==> src/rtl/datapath_ctrl_fsm.sv <==
`default_nettype none
// ============================================================================
// Module   : datapath_ctrl_fsm
// Purpose  : Multi-cycle control unit for the 16-bit register / ALU /
//            tri-state bus datapath. It accepts one instruction per
//            valid/ready handshake, then steps through IDLE -> T1 [-> T2 -> T3]
//            driving one-hot register-load and bus-driver enables.
// Revision : 1.0 - initial release
// ----------------------------------------------------------------------------
// Ports
//   clk                in   1     rising-edge clock
//   rst_n              in   1     asynchronous active-low reset
//   halt               in   1     (CTRL_HALT_EN only) freeze the current step
//   instr_valid        in   1     instruction presented
//   instr_ready        out  1     controller can accept (IDLE)
//   instr              in   9     {op[8:6], rx[5:3], ry[2:0]}
//   imm                in   16    immediate, sampled with instr
//   r_en_OH            out  EN_W  one-hot register load enables
//   tri_controller_OH  out  EN_W  one-hot bus driver enables
//   code               out  23    [22:20] ALU op, [19:16] zero, [15:0] imm
//   address            out  6     {rx, ry} of the instruction in progress
//   done               out  1     pulse in the final step
// Optional feature
//   CTRL_HALT_EN : adds the halt input. While halt is high the step is
//                  frozen and every output except address is forced low.
// ============================================================================
module datapath_ctrl_fsm #(
    parameter int NUM_GPR = 8,
    parameter int EN_W    = 20,
    parameter int G_IDX   = 9,
    parameter int A_IDX   = 10,
    parameter int IMM_IDX = 11
) (
    input  logic            clk,
    input  logic            rst_n,
`ifdef CTRL_HALT_EN
    input  logic            halt,
`endif
    input  logic            instr_valid,
    output logic            instr_ready,
    input  logic [8:0]      instr,
    input  logic [15:0]     imm,
    output logic [EN_W-1:0] r_en_OH,
    output logic [EN_W-1:0] tri_controller_OH,
    output logic [22:0]     code,
    output logic [5:0]      address,
    output logic            done
);

    typedef enum logic [1:0] {
        S_IDLE = 2'd0,
        S_T1   = 2'd1,
        S_T2   = 2'd2,
        S_T3   = 2'd3
    } state_t;

    localparam logic [2:0] c_OP_MV  = 3'b000;
    localparam logic [2:0] c_OP_MVI = 3'b001;
    localparam logic [2:0] c_OP_ADD = 3'b010;
    localparam logic [2:0] c_OP_XOR = 3'b110;
    localparam logic [2:0] c_OP_NOP = 3'b111;

    // One-hot vector with bit idx set.
    function automatic logic [EN_W-1:0] f_sel(input int idx);
        logic [EN_W-1:0] v;
        v = {{(EN_W-1){1'b0}}, 1'b1} << idx;
        return v;
    endfunction

    // Register fields outside R0..R(NUM_GPR-1) turn the instruction into a NOP.
    function automatic logic f_bad(input logic [8:0] ins);
        return (int'(ins[5:3]) >= NUM_GPR) || (int'(ins[2:0]) >= NUM_GPR);
    endfunction

    function automatic logic f_is_alu(input logic [2:0] op);
        return (op >= c_OP_ADD) && (op <= c_OP_XOR);
    endfunction

    // ------------------------------------------------------------------
    // State and latched instruction
    // ------------------------------------------------------------------
    state_t          state_q, state_d;
    logic [8:0]      instr_q, instr_d;
    logic [15:0]     imm_q,   imm_d;

    // Registered outputs
    logic            ready_q, ready_d;
    logic [EN_W-1:0] r_en_q,  r_en_d;
    logic [EN_W-1:0] tri_q,   tri_d;
    logic [22:0]     code_q,  code_d;
    logic [5:0]      addr_q,  addr_d;
    logic            done_q,  done_d;

    logic            w_stall;
    logic            w_accept;
    logic            w_go_alu;

`ifdef CTRL_HALT_EN
    assign w_stall = halt;
`else
    assign w_stall = 1'b0;
`endif

    // ready_q is the registered instr_ready, so the handshake is judged on
    // exactly what the source sees.
    assign w_accept = instr_valid & ready_q & ~w_stall;
    assign w_go_alu = f_is_alu(instr_q[8:6]) & ~f_bad(instr_q);

    always_comb begin
        state_d = state_q;
        instr_d = instr_q;
        imm_d   = imm_q;
        if (!w_stall) begin
            case (state_q)
                S_IDLE: begin
                    if (w_accept) begin
                        state_d = S_T1;
                        instr_d = instr;
                        imm_d   = imm;
                    end
                end
                S_T1:    state_d = w_go_alu ? S_T2 : S_IDLE;
                S_T2:    state_d = S_T3;
                S_T3:    state_d = S_IDLE;
                default: state_d = S_IDLE;
            endcase
        end
    end

    // ------------------------------------------------------------------
    // Output decode of the upcoming state. Registering the result gives
    // glitch-free Moore outputs aligned with the step they belong to.
    // ------------------------------------------------------------------
    logic [2:0] w_op_d;
    int         w_rx_d;
    int         w_ry_d;

    assign w_op_d = instr_d[8:6];
    assign w_rx_d = int'(instr_d[5:3]);
    assign w_ry_d = int'(instr_d[2:0]);

    always_comb begin
        ready_d = 1'b0;
        r_en_d  = '0;
        tri_d   = '0;
        code_d  = '0;
        addr_d  = '0;
        done_d  = 1'b0;
        case (state_d)
            S_IDLE: ready_d = 1'b1;
            S_T1: begin
                addr_d = instr_d[5:0];
                if (f_bad(instr_d)) begin
                    done_d = 1'b1;
                end else begin
                    case (w_op_d)
                        c_OP_MV: begin
                            tri_d  = f_sel(w_ry_d);
                            r_en_d = f_sel(w_rx_d);
                            done_d = 1'b1;
                        end
                        c_OP_MVI: begin
                            tri_d         = f_sel(IMM_IDX);
                            code_d[15:0]  = imm_d;
                            r_en_d        = f_sel(w_rx_d);
                            done_d        = 1'b1;
                        end
                        c_OP_NOP: done_d = 1'b1;
                        default: begin
                            // ALU step 1: rx -> A
                            tri_d  = f_sel(w_rx_d);
                            r_en_d = f_sel(A_IDX);
                        end
                    endcase
                end
            end
            S_T2: begin
                // ALU step 2: A op ry -> G
                addr_d         = instr_d[5:0];
                tri_d          = f_sel(w_ry_d);
                r_en_d         = f_sel(G_IDX);
                code_d[22:20]  = w_op_d - c_OP_ADD;
            end
            S_T3: begin
                // ALU step 3: G -> rx
                addr_d = instr_d[5:0];
                tri_d  = f_sel(G_IDX);
                r_en_d = f_sel(w_rx_d);
                done_d = 1'b1;
            end
            default: ;
        endcase
    end

    always_ff @(posedge clk or negedge rst_n) begin
        if (!rst_n) begin
            state_q <= S_IDLE;
            instr_q <= '0;
            imm_q   <= '0;
            ready_q <= 1'b0;
            r_en_q  <= '0;
            tri_q   <= '0;
            code_q  <= '0;
            addr_q  <= '0;
            done_q  <= 1'b0;
        end else begin
            state_q <= state_d;
            instr_q <= instr_d;
            imm_q   <= imm_d;
            ready_q <= ready_d;
            r_en_q  <= r_en_d;
            tri_q   <= tri_d;
            code_q  <= code_d;
            addr_q  <= addr_d;
            done_q  <= done_d;
        end
    end

    // address is never masked so the datapath keeps its operand selection
    // stable across a halt.
    assign address = addr_q;

`ifdef CTRL_HALT_EN
    assign instr_ready       = ready_q & ~halt;
    assign r_en_OH           = halt ? '0 : r_en_q;
    assign tri_controller_OH = halt ? '0 : tri_q;
    assign code              = halt ? '0 : code_q;
    assign done              = done_q & ~halt;
`else
    assign instr_ready       = ready_q;
    assign r_en_OH           = r_en_q;
    assign tri_controller_OH = tri_q;
    assign code              = code_q;
    assign done              = done_q;
`endif

endmodule
`default_nettype wire

==> config.mk <==
export PLATFORM = sky130hd
export DESIGN_NAME = datapath_ctrl_fsm
export DESIGN_NICKNAME = d
export VERILOG_FILES = /design/src/rtl/datapath_ctrl_fsm.sv
export SDC_FILE = /design/constraint.sdc
export NUM_CORES = 1
export LEC_CHECK = 0
export ABC_AREA = 1
export CAP_MARGIN = 20
export CORE_UTILIZATION = 45
export CTS_BUF_LIST = sky130_fd_sc_hd__clkbuf_4 sky130_fd_sc_hd__clkbuf_8
export CTS_CLUSTER_DIAMETER = 150
export DETAILED_ROUTE_END_ITERATION = 6
export PLACE_DENSITY = 0.89
export SLEW_MARGIN = 20
export SYNTH_ARGS = -nofsm -noshare
export SYNTH_HDL_FRONTEND = slang
export SYNTH_SLANG_ARGS = --single-unit
==> constraint.sdc <==
create_clock -name clk -period 1.7 [get_ports clk]
set_input_delay 0.34 -clock clk [delete_from_list [all_inputs] [get_ports clk]]
set_output_delay 0.34 -clock clk [all_outputs]
set_load 0.02 [all_outputs]
---- After elaboration in Yosys (flattened, before gate mapping) ----
Index checks and enable logic that the tools add are counted.
cells by class
  bitwise logic cells ..................... 1
  reductions and logical operators ........ 7
  multiplexer cells ....................... 18
  shift-type cells ........................ 2
  eq/ne operators ......................... 8
  magnitude comparators ................... 2
  $add $sub $neg .......................... 1
operators with widths
  cell                  number
  $pmux 20 s3           3
  $mux 16               4
  $pmux 20 s2           1
  $shl 1x3->20 const A  2
  $mux 9                2
  $eq 2x2->1 const B    4
  $pmux 2 s4            1
  $mux 6                1
  $reduce_or 3->1       2
  $eq 2x1->1 const B    2
  $logic_not 2->1       2
  $mux 2                2
  $eq 3x1->1 const B    1
  $eq 3x3->1 const B    1
  $ge 3x2->1 const B    1
  $le 3x3->1 const B    1
  $logic_not 3->1       1
  $mux 3                1
  $sub 3x2->3 const B   1
  $mux 1                2
  $pmux 1 s2            1
  $reduce_or 2->1       1
  $and 1x1->1           1
  $logic_and 1x1->1     1
word-level totals
  bits in registers ....................... 94
  logic and storage cells ................. 48
  bits of input ports ..................... 28

---- Longest topological paths before layout ----
Gate-level depths: netlist (run 1).
  depth after elaboration ................. 7
  depth in mapped cells ................... 11
  mapped depth without buffers ............ 10

---- Worst setup path after synthesis (run 1) ----
Ideal clock, no wire load.
  path type ............................... reg2reg
  start ................................... reg ready_q (netlist: instr_ready)
  end ..................................... reg tri_q[11] (netlist: tri_controller_OH[11])
  clock period less this slack ............ 1.463 ns
  buffers on the path ..................... 2
  data required time ...................... 1.573 ns
  slack ................................... 0.237 ns
  arrival time ............................ 1.337 ns
  stages on the path, launching flop included .. 10
  path through ............................ dfrtp_1 -> nand2_2 -> inv_4 -> nand2_2 -> buf_6 -> nand2_2 -> nand2_4 -> nand3_4 -> buf_6 -> nor2_1
between the ends
  cells in the longest elaborated chain, start to end .. 6
  elaborated cells between the ends (all ways) .. 15
  classes of those cells .................. eq/ne: 5; shift: 2; mux: 6; bitwise: 1; reduce/logical: 1
RTL lines
  element                             RTL line  text
  start: declaration                  87        logic ready_q, ready_d;
  start signal: assignment            210       ready_q <= ready_d;
  $and 1x1->1 *                       106       assign w_accept = instr_valid & ready_q & ~w_stall;
  $mux 9                              116       if (w_accept) begin
  $mux 9                              114       case (state_q)
  $eq 3x3->1 (tied with other cells)  156       case (w_op_d)
  $pmux 20 s3                         156
  $pmux 20 s3 *                       149       case (state_d)
  named net tri_d[11]                 89        logic [EN_W-1:0] tri_q, tri_d;
  end signal: assignment              212       tri_q <= tri_d;
  end: declaration                    89
Mark *: on every way through the listed nets, which the timed path passes. The rest lies on a longest branch.

---- Worst setup path after layout (run 1) ----
  start ................................... in instr_valid
  end ..................................... reg tri_q[5] (netlist: tri_controller_OH[5])
between the ends
  cells in the longest elaborated chain, start to end .. 6
  elaborated cells between the ends (all ways) .. 15
  classes of those cells .................. eq/ne: 5; shift: 2; mux: 6; bitwise: 1; reduce/logical: 1
RTL lines
  element                             RTL line  text
  start: declaration                  39        input logic instr_valid,
  $and 1x1->1 *                       106
  $mux 9                              116
  $mux 9                              114
  $eq 3x3->1 (tied with other cells)  156
  $pmux 20 s3                         156
  $pmux 20 s3 *                       149
  named net tri_d[5]                  89
Marked as above.

==> out/qor.yml, run 1 <==
diodes: 0
period_needed_ps: 1640
critPathBufInv: 3
synth_seq_cells: 58
critical_path.max_stage_delay_ps: 500
worst_setup_path_end_kind: "register"
clockBufferDepth: 2
finalPower_mw: 6.08
peakVddDrop_v: 0.00113
cts_tree: "done"
critPathLaunchType: "input pin"
required_ps: 1970
p_int_mw: 3.67
status: "complete, no violations"
final_util_pct: 67.1
clkTransAtPathRegs_ps: 60
clk_latency_ps: 330
grt_max_degree: 33
hpwl_mm: 4.45
cp_common_cell: "nand2_1"
ctsHoldBuffers: 0
post_drt_wl_per_cell_um: 12.6
firstDrtPassIters: 5
yosys_most_used_dff: "dfrtp_1"
layout-drive-gt1-share_pct: 19.3
fin_cells: 466
start_util_pct: 47.7
synth_area_per_cell_um2: 9.28
cts_max_level: 3
finalCritPeriodShare_pct: 96.7
layout_setup_ws_ps: 56.1
num_rows: 27
crit_fanout: 7
dp_cells: 450
grt_pass1_wl_mm: 9.63
grt_pass1_vias: 2059
place_ws_ps: -323
drc: 0
clkSinkCount: 58
slew_viol_final: 0
die_w_um: 79.1
rsz0062_at_grt: "true"
worstPathArrival_ps: 1910
setup_violations: 0
post_cts_buffers: 0
ioPinCount: 99
areaGrowthSynthToFinish_pct: 40.7
final_common_cell: "clkdlybuf4s50_1"
yosys.area.top_type: "dfrtp_1"
synthesis.area_mm2: 0.00267
track_usage_pct: 20.9
synth_top_area_share_pct: 54.3
comb_power_share_pct: 46.7
seqPwrFrac_pct: 30.9
viasPerCell: 4.60
die_area_mm2: 0.00625
final_cell_mix: "clkdlybuf4s50_1, nand2_1, dfrtp_1"
slowest_stage: "clkdlybuf4s50_1"
synth_edf_count: 0
clkPwrFrac_pct: 22.4
p_sw_share_pct: 39.7
seq_area_frac_synth_pct: 54.3
clock_skew_ps: 3.92
drtAntennaViolNets: 0
power_density_mw_per_mm2: 1620
crit_family: "simple AND/OR/NAND/NOR gates"
root_buffer: "clkbuf_8"
p_switching_mw: 2.41
antenna_found_initial: 0
finalHoldViolations: 0
syn_inst: 288
initialDrtViolationCount: 110
drv_cap: 0
p_leak_nw: 1.96
synth_cell_types: 26
fmax_ghz: 0.608
fp.dieH_um: 79.1
critPathKind: "input pin to register"
min_path_type: "input pin to async pin"
vias: 2144
portBuffers: 74
coreArea_mm2: 0.00561
cp_cell_sequence: "clkdlybuf4s50_1, nand2_2, inv_4, nand2_4, buf_4, nand2_1, nand2_1, nor3_1, nand2_1, nand2_1"
cts_resized: 0
gp_congestion: 0.888
gr-total-overflow: 0
routed_wl_mm: 5.85
async_reset_ff_share_pct: 100
synth_area_leaders: "dfrtp_1, nand2_1, buf_4"
yosys_warnings: 0
cts_buffers: 9
final_nets: 417
==> through the flow <==
stage	hold slack, ps	cell area (um2)	TNS, ps
finish	7.55	3760	0
global route	12.0	3760	-57.6
CTS	1.10	3730	0
detailed placement	365	3520	-8310
global placement	360	3520	-6170
floorplan	44.4	2760	0
==> routing by layer <==
metal	up-vias	part of all wire, %	track usage, %	routed length (um)
met5	-	0	0	0
met4	0	1.2	7.09	70
met3	9	8.4	7.24	493
met2	112	50	35.3	2910
met1	993	41	24.8	2380
li1	1030	-	-	-
==> sequential cells by signal (all words and copies together), names as in the netlist <==
| name | cells |
|---|---|
| r_en_OH | 10 |
| state_q | 2 |
| tri_controller_OH | 10 |
| address | 6 |
| done | 1 |
| instr_ready | 1 |
| code | 19 |
| instr_q | 9 |
==> cell usage after synthesis, types with 2 or more instances <==
master / number
nand2_1: 59
dfrtp_1: 58
inv_1: 46
nor2_1: 30
buf_4: 24
nand2_2: 10
nand4_1: 9
nor3_2: 9
nand3_1: 8
nor3_1: 8
nand3b_1: 4
buf_2: 3
buf_6: 3
a21oi_1: 2
nand2_4: 2
nand3_2: 2
nor2_4: 2
==> final timing paths <==
kind,start,to,slack [ps],depth (start not counted)
worst max register to register,state_q[0]$_DFF_PN0_,tri_controller_OH[5]$_DFF_PN0_,80,8
worst max-delay path,instr_valid,tri_controller_OH[5]$_DFF_PN0_,60,10
min in group clk,imm[4],code[4]$_DFF_PN0_,540,3
worst min-delay path,rst_n,code[8]$_DFF_PN0_,8,2
worst min register to register,state_q[0]$_DFF_PN0_,tri_controller_OH[9]$_DFF_PN0_,620,1
max in group asynchronous,rst_n,instr_q[7]$_DFF_PN0_,1370,2
==> worst reg2reg max path: cells and delay by family (launching register included) <==
| kind | cells | cell delay, ps |
|---|---|---|
| and+or+nand+nor | 7 | 970 |
| DFF | 1 | 430 |
| buffers and inverters | 1 | 170 |
==> logic make-up (layout without fill, tap and decap cells) <==
| family | Yosys count | in the layout | synth area share (%) |
|---|---|---|---|
| compound gates | 5 | 5 | 1.68 |
| buf+inv | 79 | 162 | 16.1 |
| flops | 58 | 58 | 54.3 |
| other cells | 1 | 24 | 0.140 |
| simple gates | 145 | 145 | 27.7 |
==> final cells by class <==
class / count / area [um2]
Inverter: 48 / 183
Tap cell: 72 / 90.1
Fill cell: 422 / 1850
Clock buffer: 10 / 138
Multi-Input combinational cell: 174 / 896
Timing Repair Buffer: 98 / 925
Sequential cell: 58 / 1450
Clock inverter: 6 / 80.1
==> power groups by stage <==
stage,Clock (mW),Sequential [mW],Combinational (mW)
after floorplan,0,2.15,1.49
after global placement,0,1.89,2.69
after detailed placement,0,1.89,2.77
after CTS,1.41,1.88,2.79
after global routing,1.48,1.90,3.11
final,1.36,1.88,2.84
No activity file was read; power rests on OpenSTA's default activity.
==> run 2, diff against run 1 <==
--- a/config.mk
+++ b/config.mk
@@ -7,11 +7,12 @@
 export LEC_CHECK = 0
 export ABC_AREA = 1
 export CAP_MARGIN = 20
-export CORE_UTILIZATION = 45
+export CORE_UTILIZATION = 55
 export CTS_BUF_LIST = sky130_fd_sc_hd__clkbuf_4 sky130_fd_sc_hd__clkbuf_8
 export CTS_CLUSTER_DIAMETER = 150
 export DETAILED_ROUTE_END_ITERATION = 6
-export PLACE_DENSITY = 0.89
+export DONT_BUFFER_PORTS = 1
+export PLACE_DENSITY = 0.78
 export SLEW_MARGIN = 20
 export SYNTH_ARGS = -nofsm -noshare
 export SYNTH_HDL_FRONTEND = slang
==> out/qor.yml, run 2 (synthesis gave the netlist of run 1 again) <==
status: "complete, no violations"
period_needed_ps: 1630
die_w_um: 71.7
p_leak_nw: 1.57
antenna_found_initial: 0
clkTransAtPathRegs_ps: 60
hpwl_mm: 3.47
required_ps: 1910
cts_max_level: 3
finalCritPeriodShare_pct: 95.7
cts_tree: "done"
track_usage_pct: 20.3
min_path_type: "input pin to register"
diodes: 0
largest_register_ffs: 19
ioPinCount: 99
drc: 0
final_cell_mix: "nand2_1, dfrtp_1, inv_1"
final_nets: 329
layout-drive-gt1-share_pct: 18.2
fillers: 402
viasPerCell: 4.97
grt_max_degree: 59
grt_pass1_wl_mm: 7.60
clock_skew_ps: 7.23
power_density_mw_per_mm2: 1760
routed_wl_mm: 4.87
worstPathArrival_ps: 1830
clockBufferDepth: 2
root_buffer: "clkbuf_8"
fin_area_mm2: 0.00285
hold_ws_ps: 125
clk_latency_ps: 320
rsz0062_at_grt: "true"
finalHoldViolations: 0
peakVddDrop_v: 0.000915
drv_cap: 0
drtAntennaViolNets: 0
cp_cell_sequence: "nor2_4, buf_4, nand3_1, nand2_2, nand3_2, nand4_1, nand2_1"
crit_fanout: 10
firstDrtPassIters: 5
slowest_stage: "dfrtp_1"
post_drt_wl_per_cell_um: 13.7
coreArea_mm2: 0.00469
clkSinkCount: 58
fmax_ghz: 0.614
start_util_pct: 57.0
final_common_cell: "nand2_1"
areaGrowthSynthToFinish_pct: 6.60
critical_path.max_stage_delay_ps: 420
die_area_mm2: 0.00514
critPathKind: "register to register"
grt_pass1_vias: 1667
slew_viol_final: 0
post_cts_buffers: 0
fp.dieH_um: 71.7
cts_buffers: 9
finalPower_mw: 5.00
vias: 1769
setup_violations: 0
place_area_mm2: 0.00264
gp_congestion: 0.835
worst_setup_path_end_kind: "register"
critPathLaunchType: "register"
initialDrtViolationCount: 74
portBuffers: 0
gr-total-overflow: 0
num_rows: 25
run 2: cell count changes in the layout (fill, tap and decap cells not counted), moves of 2 or more:
| cell | previous run | this run |
|---|---|---|
| nor2_1 | 28 | 30 |
| nor3_1 | 8 | 6 |
| dlymetal6s2s_1 | 2 | 0 |
| clkinv_2 | 4 | 1 |
| bufinv_16 | 2 | 0 |
| nor3_2 | 9 | 11 |
| nor2_2 | 2 | 0 |
| clkdlybuf4s50_1 | 71 | 0 |
| buf_4 | 23 | 8 |
run 2: path summary, 6_finish.rpt:
check                                          start                        endpoint  slack, ps  cells past startpoint
worst max-delay path            state_q[0]$_DFF_PN0_  tri_controller_OH[6]$_DFF_PN0_         70                      7
worst min-delay path                          imm[2]               code[2]$_DFF_PN0_        120                      2
worst max register to register  state_q[0]$_DFF_PN0_  tri_controller_OH[6]$_DFF_PN0_         70                      7
worst min register to register  instr_q[3]$_DFF_PN0_            instr_q[3]$_DFF_PN0_        580                      2
max in group asynchronous                      rst_n            address[5]$_DFF_PN0_        900                      2
min in group asynchronous                      rst_n              code[10]$_DFF_PN0_        530                      2
run 2: final cells by class:
| class | count | area, um2 | share of cell area [%] |
|---|---|---|---|
| inverter | 48 | 183 | 6.41 |
| timing repair buffer | 10 | 97.6 | 3.42 |
| multi-input combinational | 174 | 901 | 31.6 |
| tap | 54 | 67.6 | 2.37 |
| clock inverter | 1 | 5.00 | 0.176 |
| sequential | 58 | 1450 | 50.9 |
| clock buffer | 11 | 145 | 5.09 |
run 2: power breakdown:
group	internal, mW	leakage [nW]	switching [mW]
clock network	0.549	0.0804	0.458
logic	0.512	0.710	1.32
registers	1.72	0.778	0.440
run 2: what timing repair did:
item / in CTS / in global routing
gates resized for setup: 0 / 5
setup endpoints to repair: 0 / 19
endpoints found under the hold margin: 58 / 58
run 2: worst max-delay path: cells and delay by family, from the launching register on:
kind / cells / cell delay [ps]
simple gates: 6 / 920
flops: 1 / 420
buf+inv: 1 / 180
run 2: stage by stage:
step	cells	TNS, ps	utilization (%)	setup WS [ps]
after floorplan	311	0	-	237
after global placement	342	0	56.2	140
after detailed placement	342	0	56.2	92.1
after CTS	354	0	59.4	74.1
after global routing	356	-37.2	60.7	-25.7
final	356	0	60.7	72.5
run 2: routing by layer:
metal | share of wire [%] | track usage, %
met5 | 0 | 0
met4 | 1.3 | 8.28
met3 | 9.0 | 10.8
met2 | 47 | 30.6
met1 | 43 | 24.5
